==> config.mk <==
export PLATFORM = sky130hd
export DESIGN_NAME = cam_reg_init_seq
export DESIGN_NICKNAME = d
export VERILOG_FILES = /design/src/rtl/cam_reg_init_seq_pkg.sv /design/src/rtl/cam_reg_init_seq.sv
export SDC_FILE = /design/constraint.sdc
export NUM_CORES = 1
export LEC_CHECK = 0
export ABC_AREA = 1
export BUFFER_PORTS_ARGS = -buffer_cell sky130_fd_sc_hd__buf_2
export CORE_UTILIZATION = 41
export CTS_CLUSTER_SIZE = 25
export DETAILED_ROUTE_END_ITERATION = 8
export GPL_ROUTABILITY_DRIVEN = 0
export HOLD_SLACK_MARGIN = 0.03
export PLACE_DENSITY = 0.57
export SLEW_MARGIN = 20
export SYNTH_ARGS = -nofsm -noshare
export SYNTH_HDL_FRONTEND = slang
export SYNTH_SLANG_ARGS = --single-unit
==> constraint.sdc <==
create_clock -name clk -period 4.6 [get_ports clk]
set_input_delay 0.23 -clock clk [delete_from_list [all_inputs] [get_ports clk]]
set_output_delay 0.23 -clock clk [all_outputs]
set_load 0.03 [all_outputs]
==> src/rtl/cam_reg_init_seq_pkg.sv <==
// Shared definitions for the camera register init sequencer and its ROM.
`timescale 1ns/1ps
package cam_cfg_pkg;

    typedef enum logic [3:0] {
        S_IDLE       = 4'd0,
        S_WAIT_READY = 4'd1,
        S_FETCH      = 4'd2,
        S_STORE_ADDR = 4'd3,
        S_STORE_VAL  = 4'd4,
        S_GAP        = 4'd5,
        S_SEND       = 4'd6,
        S_WAIT_DONE  = 4'd7,
        S_DELAY      = 4'd8,
        S_DONE       = 4'd9,
        S_ERROR      = 4'd10
    } t_cfg_state;

    localparam logic [15:0] ROM_END_MARKER   = 16'hFFFF;
    localparam logic [7:0]  ROM_DELAY_PREFIX = 8'hFE;
    localparam logic [7:0]  COM7_ADDR        = 8'h12;
    localparam logic [7:0]  COM7_SOFT_RESET  = 8'h80;

endpackage

==> src/rtl/cam_reg_init_seq.sv <==
// Walks the register ROM and pushes each {addr, value} pair through the shared I2C command FSM.
// Optional: define CAM_CFG_SOFT_RESET_EN to write COM7=0x80 and wait one delay unit before the walk.
`timescale 1ns/1ps
module cam_reg_init_seq
    import cam_cfg_pkg::*;
#(
    parameter int  MAIN_CLOCK_FREQUENCY = 27_000_000,
    parameter int  ROM_DEPTH            = 128,
    parameter int  DELAY_UNIT_CYCLES    = 27_000,
    parameter int  DONE_TIMEOUT_CYCLES  = 2_700_000,
    parameter bit  AUTO_START           = 1'b1,
    localparam int AW                   = $clog2(ROM_DEPTH)
) (
    input  logic          clk,
    input  logic          rst,
    input  logic          start,
    input  logic          i2c_ready,
    input  logic          i2c_done,
    output logic          store_data,
    output logic          send_data,
    output logic [7:0]    data_out,
    output logic [AW-1:0] rom_addr,
    input  logic [15:0]   rom_data,
    output logic          cfg_busy,
    output logic          cfg_done,
    output logic          cfg_error
);

    localparam int TO_W  = $clog2(DONE_TIMEOUT_CYCLES);
    localparam int DLY_W = $clog2(255 * DELAY_UNIT_CYCLES);

    if (DELAY_UNIT_CYCLES < 1 || DELAY_UNIT_CYCLES > MAIN_CLOCK_FREQUENCY) begin : g_bad_delay_unit
        $error("DELAY_UNIT_CYCLES must lie between 1 and MAIN_CLOCK_FREQUENCY");
    end

    t_cfg_state       state;
    logic             first_pass;
    logic             fetch_wait;
    logic             soft_phase;
    logic [TO_W-1:0]  to_cnt;
    logic [DLY_W-1:0] dly_cnt;

    // Advancing past the last entry ends the run without wrapping the address.
    logic             last_entry;
    t_cfg_state       adv_state;
    logic [AW-1:0]    adv_addr;

    assign last_entry = (rom_addr == AW'(ROM_DEPTH - 1));
    assign adv_state  = last_entry ? S_DONE : S_FETCH;
    assign adv_addr   = last_entry ? rom_addr : rom_addr + AW'(1);

    // NOTE: all state here is written with non-blocking assignments so every branch sees pre-edge values.
    always_ff @(posedge clk) begin
        if (rst) begin
            state      <= S_IDLE;
            rom_addr   <= '0;
            first_pass <= 1'b1;
            fetch_wait <= 1'b0;
            soft_phase <= 1'b0;
            to_cnt     <= '0;
            dly_cnt    <= '0;
        end else begin
            case (state)
                S_IDLE, S_DONE, S_ERROR: begin
                    if (start || (state == S_IDLE && AUTO_START && first_pass)) begin
                        state      <= S_WAIT_READY;
                        first_pass <= 1'b0;
                    end
                end
                S_WAIT_READY: begin
                    if (i2c_ready) begin
                        rom_addr   <= '0;
                        fetch_wait <= 1'b0;
`ifdef CAM_CFG_SOFT_RESET_EN
                        soft_phase <= 1'b1;
                        state      <= S_STORE_ADDR;
`else
                        state      <= S_FETCH;
`endif
                    end
                end
                S_FETCH: begin
                    if (!fetch_wait) begin
                        fetch_wait <= 1'b1;
                    end else begin
                        fetch_wait <= 1'b0;
                        if (rom_data == ROM_END_MARKER) begin
                            state <= S_DONE;
                        end else if (rom_data[15:8] == ROM_DELAY_PREFIX) begin
                            if (rom_data[7:0] == 8'h00) begin
                                state    <= adv_state;
                                rom_addr <= adv_addr;
                            end else begin
                                // Loaded with N-1 so DELAY lasts exactly N cycles.
                                dly_cnt <= DLY_W'(rom_data[7:0]) * DLY_W'(DELAY_UNIT_CYCLES) - DLY_W'(1);
                                state   <= S_DELAY;
                            end
                        end else begin
                            state <= S_STORE_ADDR;
                        end
                    end
                end
                S_STORE_ADDR: state <= S_STORE_VAL;
                S_STORE_VAL:  state <= S_GAP;
                S_GAP:        state <= S_SEND;
                S_SEND: begin
                    to_cnt <= '0;
                    state  <= S_WAIT_DONE;
                end
                S_WAIT_DONE: begin
                    if (i2c_done) begin
                        if (soft_phase) begin
                            dly_cnt <= DLY_W'(DELAY_UNIT_CYCLES - 1);
                            state   <= S_DELAY;
                        end else begin
                            state    <= adv_state;
                            rom_addr <= adv_addr;
                        end
                    end else if (to_cnt == TO_W'(DONE_TIMEOUT_CYCLES - 1)) begin
                        state <= S_ERROR;
                    end else begin
                        to_cnt <= to_cnt + TO_W'(1);
                    end
                end
                S_DELAY: begin
                    if (dly_cnt != '0) begin
                        dly_cnt <= dly_cnt - DLY_W'(1);
                    end else if (soft_phase) begin
                        soft_phase <= 1'b0;
                        state      <= S_FETCH;
                    end else begin
                        state    <= adv_state;
                        rom_addr <= adv_addr;
                    end
                end
                default: state <= S_IDLE;
            endcase
        end
    end

    assign store_data = (state == S_STORE_ADDR) || (state == S_STORE_VAL);
    assign send_data  = (state == S_SEND);
    assign cfg_busy   = !((state == S_IDLE) || (state == S_DONE) || (state == S_ERROR));
    assign cfg_done   = (state == S_DONE);
    assign cfg_error  = (state == S_ERROR);

    // NOTE: the default assignment first keeps this always_comb free of inferred latches.
    always_comb begin
        data_out = 8'h00;
        if (state == S_STORE_ADDR) begin
            data_out = soft_phase ? COM7_ADDR : rom_data[15:8];
        end else if (state == S_STORE_VAL) begin
            data_out = soft_phase ? COM7_SOFT_RESET : rom_data[7:0];
        end
    end

endmodule

Word-level counts from Yosys, hierarchy flattened

Cells that the tools add are included.

Bits in registers: 58
Latch bits: 0
Bits in writable memories: 0
ROM bits: 0
Input bits: 21
Output and inout bits: 20
Logic and storage cells: 93
Memories kept: 0

Add/sub/neg operators: 4
Multipliers: 1
Div/mod/pow operators: 0
Magnitude comparators: 0
Eq/ne operators: 27
Shifts and indexed selects: 0
Multiplexer cells: 34
Bitwise logic cells: 1
Reduce and logical (&&, ||, !) cells: 20

Operators with widths:

| cell                                                | number |
|---|---|
| two-way mux 23 bit                                  | 5 |
| two-way mux 7 bit                                   | 8 |
| one-hot mux 23 bit (2 select lines)                 | 1 |
| subtractor 23 x 1 -> 23 bit (second input constant) | 2 |
| two-way mux 22 bit                                  | 2 |
| one-hot mux 22 bit (2 select lines)                 | 1 |
| two-way mux 4 bit                                   | 10 |
| one-hot mux 4 bit (9 select lines)                  | 1 |
| one-hot mux 7 bit (4 select lines)                  | 1 |
| inequality test 2 bit (second input constant)       | 12 |
| nonzero test 23 bit                                 | 1 |
| adder 22 x 1 -> 22 bit (second input constant)      | 1 |
| == test 22 bit (second input constant)              | 1 |
| multiplier 8 x 12 -> 20 bit (second input constant) | 1 |
| == test 16 bit (second input constant)              | 1 |
| == test 4 x 3 -> 1 bit (second input constant)      | 4 |
| two-way mux 8 bit                                   | 2 |
| AND reduction 8 bit                                 | 2 |
| == test 4 bit (second input constant)               | 3 |
| == test 4 x 2 -> 1 bit (second input constant)      | 2 |
| == test 8 bit (second input constant)               | 1 |
| zero test 8 bit                                     | 1 |
| adder 7 x 1 -> 7 bit (second input constant)        | 1 |
| == test 7 bit (second input constant)               | 1 |
| other kinds (16)                                    | 22 |

Depth between registers and ports, before layout

Depth after elaboration: 7
Mapped depth: 24
Depth with buffers taken out: 24

Least setup slack after synthesis

OpenSTA, ideal clock, no wires.

Path type: input port to flip-flop
Start: input rom_data[5]
End: register dly_cnt[22]
Setup time: 119 ps
Arrival time: 3740 ps
Required time: 4481 ps
Slack: 741 ps
Stages: 20
Buffers on the path: 0
Path through: fa_1 inv_1 fa_1 fa_1 fa_1 inv_1 ha_1 nand2_1 inv_2 nand3_1 nand2_1 nand2_1 nand2_2 nand2_4 nor2_4 nand3_2 nor2_1 nand3_1 nand3_1 a21oi_1

Cells in the longest elaborated chain, start to end: 7
Elaborated cells between the ends (all ways): 12
Classes of those cells: add/sub (1); mul (1); eq/ne (3); mux (5); reduce/logical (2)

RTL lines:

| item                                | line                    | text |
|---|---|---|
| start, declared                     | cam_reg_init_seq.sv:23  | `input logic [15:0] rom_data,` |
| multiplier 8 x 12 -> 20 bit         | cam_reg_init_seq.sv:95  | `dly_cnt <= DLY_W'(rom_data[7:0]) * DLY_W'(DELAY_UNIT_CYCLES) - DLY_W'(1);` |
| subtractor 23 x 1 -> 23 bit         | cam_reg_init_seq.sv:95  |  |
| two-way mux 23 bit                  | cam_reg_init_seq.sv:90  | `if (rom_data[7:0] == 8'h00) begin` |
| two-way mux 23 bit                  | cam_reg_init_seq.sv:89  | `end else if (rom_data[15:8] == ROM_DELAY_PREFIX) begin` |
| two-way mux 23 bit                  | cam_reg_init_seq.sv:87  | `if (rom_data == ROM_END_MARKER) begin` |
| two-way mux 23 bit                  | cam_reg_init_seq.sv:83  | `if (!fetch_wait) begin` |
| one-hot mux 23 bit (2 select lines) | cam_reg_init_seq.sv:63  | `case (state)` |
| end signal, assigned                | cam_reg_init_seq.sv:95  |  |
| end signal, assigned                | cam_reg_init_seq.sv:113 | `dly_cnt <= DLY_W'(DELAY_UNIT_CYCLES - 1);` |
| end signal, assigned                | cam_reg_init_seq.sv:127 | `dly_cnt <= dly_cnt - DLY_W'(1);` |
| end, declared                       | cam_reg_init_seq.sv:41  | `logic [DLY_W-1:0] dly_cnt;` |

Several ways; a longest one is shown, not always the timed one. The select of a mux whose other input is x is not followed.
A chain may end at the register's enable or synchronous reset.

Worst setup path after layout

Start: input rom_data[6]
End: register dly_cnt[18]

The elaborated chain is that of the path after synthesis.

==> run summary <==
Status - finished, final reports clean
Crit path buffers/inverters - 3
Post-Place Setup Slack - 0.125 ns
Flop pwr share - 15.2%
Slew Limit Headroom - 48.4%
Total CTS buffers - 9
Synth-to-layout area growth - 11.1%
# fillers - 1699
Initial core utilization - 41.9%
Post-DP HPWL - 14.2 mm
Period minus WS final - 4.20 ns
Routed WL - 17.6 mm
Max-cap violations - 0
I/O Pins - 41
Element type at the critical path start - input pin
Worst-path cell chain - buf_2, fa_1, inv_1, fa_1, fa_1, fa_1, inv_1, ha_1, nand2_1, nand2_1, a21oi_2, nand2_2, nand2_1, nand2_1, nor2_1, nand2_1, nor2_2, nand2_1, nand2_1, nand3_1, a21oi_1
Mean Syn Cell Area - 6.58 µm²
Hold_buf cts - 0
Layout cell share with drive strength beyond 1 - 13.6%
Seq/Total Area, Yosys - 17.4%
Clock Skews - 0.00825 ns
Worst path arrival time - 4.46 ns
Core ar. - 0.0159 mm²
Clk slew on worst S/H paths - 0.05 ns
Area after DPL - 0.00706 mm²
Fmax - 238 MHz
Switching pwr - 0.00239 W
Final WS setup - 0.397 ns
First-pass GRT wire length - 29.7 mm
Gate Count Post-Synth - 1012
All-Layer GR Usage - 22.5%
Final hold slack - 0.277 ns
WS Path Type - input pin to flop
Iter 0 DRT Violations - 388
N_diodes - 0
Maximum vdd drop - 316 µV
Worst skew pair latency - 0.34 ns
Clock power share - 16.8%
Final Slew Violations - 0
Die H - 129 µm
Part of the cycle the worst path needs - 91.4%
Yosys Warn Count - 0
Critical-path maximum fanout - 5
Mapped Area - 0.00666 mm²
Yosys cell types - 56
Clk buf depth - 2
Num rows - 46
Slew @ Worst Pin - 0.768 ns
Post-synth top flop - dfxtp_1
Switching Share - 52.7%
Register Area - 0.00116 mm²
Crit path top cell by count - nand2_1
Worst Setup End Kind - flop
IO Port Bufs - 40
Pleak - 3.65 nW
Commonest non-fill, non-tap cells in the layout - nand2_1 (215), inv_1 (163), nor2_1 (99), a21oi_1 (68), nand3_1 (67)
Full die area - 0.0168 mm²
Post-CTS setup buffer count - 0
Number of global-route vias before repair - 5964
Combinational power share - 68.0%
Wire length per cell - 13.8 µm
Setup TNS - 0 ns
CTS root buf - clkbuf_16
Power Density - 613 mW/mm²
Antenna Nets Post-Route - 0
Routed vias/inst - 5.08
R2R Setup Slk - 1.88 ns
Via count - 6453
Syn nets - 1117
Commonest non-fill, non-tap cell in the layout - nand2_1
Post-synth EDFFs - 0
Antenna violations before repair - 0
Final-report setup violation count - 0
CP top delay family - adder cells
TritonCTS clock tree - built
Internal power - 0.00215 W
DIE WIDTH - 129 µm
Residual DRC - 0
Clock sink count - 58
CTS resizes - 0
Design Area, Final - 0.00740 mm²
Pin count of the biggest net entering global routing - 35
Congestion Overflow GR - 0
Area of the multi-input gates - 0.00473 mm²
FF+latch count, synth - 58
Critical path data required time - 4.86 ns
1st-pass router iterations - 5
CP max stage delay - 0.56 ns
Synth async-reset ratio - 0%
Fin. Hold Viols - 0
RSZ-0062 raised after global routing - no
Worst Hold Class - input pin to flop
Final net count - 1154
H-tree Lvls - 3
Max stage delay cell, worst path - fa_1
-- registers in the layout, summed over array words and instances, names as in the netlist --
name and cells:
dly_cnt 23, to_cnt 22, rom_addr 7, state 4, fetch_wait 1, first_pass 1
-- power by group through the flow --
stage | Sequential (W) | Combinational, W | Clock (W)
final | 0.000690 | 0.00308 | 0.000762
after global routing | 0.000699 | 0.00349 | 0.000799
after CTS | 0.000688 | 0.00308 | 0.000778
after detailed placement | 0.000697 | 0.00305 | 0
after global placement | 0.000699 | 0.00306 | 0
after floorplan | 0.000682 | 0.00243 | 0
-- final cells by class --
type,instances,area share [%]
clock inverter,4,0.981
inverter,179,9.10
tap,216,3.65
clock buffer,12,3.60
timing repair buffer,43,3.01
sequential,58,15.7
multi-input combinational,758,64.0
-- cell families (layout without fill, tap and decap cells) --
kind of cell	Yosys count	in the layout	share of synthesized area (%)
fa+ha+maj	84	84	18.6
xor+xnor	31	31	4.08
simple gates	506	506	36.6
compound gates	137	137	11.7
flops	58	58	17.4
buf+inv	196	238	11.5
-- per-stage QoR --
step                power [W]  std cells  util (%)
floorplan             0.00312       1012         -
global placement      0.00376       1254      44.4
detailed placement    0.00375       1254      44.4
CTS                   0.00454       1270      46.6
global route          0.00499       1270      46.6
finish                0.00454       1270      46.6
-- cells in the mapped netlist, drive strengths merged (2+ instances only) --
master	instances	area [µm²]
nand2	241	1010
inv	178	668
nor2	120	553
nand3	73	410
a21oi	70	358
ha	59	738
dfxtp	58	1160
o21ai	42	210
nor3	28	161
fa	25	500
nand4	24	156
xor2	18	158
xnor2	13	114
nor4	11	75.1
buf	10	68.8
a211oi	7	62.6
clkbuf	7	26.3
a31oi	4	25.0
or2	3	21.3
and2	2	12.5
nor3b	2	20.0
o211ai	2	15.0
o21a	2	15.0
-- path summary, 6_finish.rpt --
kind,start,end,cells past startpoint
setup reg to reg,state[1]$_SDFFE_PP0P_,dly_cnt[19]$_SDFFE_PP0P_,10
setup / recovery,rom_data[6],dly_cnt[18]$_SDFFE_PP0P_,21
hold reg to reg,first_pass$_SDFFE_PP1P_,first_pass$_SDFFE_PP1P_,2
hold / removal,i2c_ready,rom_addr[4]$_SDFFE_PP0P_,4
-- worst min-delay path: cells and delay by family --
| family | cells | cell delay [ns] |
|---|---|---|
| simple gates | 2 | 0.20 |
| buf+inv | 1 | 0.10 |
| compound gates | 1 | 0.04 |
-- routing by layer --
layer  global-route usage [%]  share of wire [%]  vias up
met5                        0                  0        -
met4                     4.79                1.2        0
met3                     3.55                4.7       17
met2                     33.8                 42      148
met1                     33.5                 52     2934
li1                         -                  -     3354
Note: power is estimated with default switching activity, not from simulation.
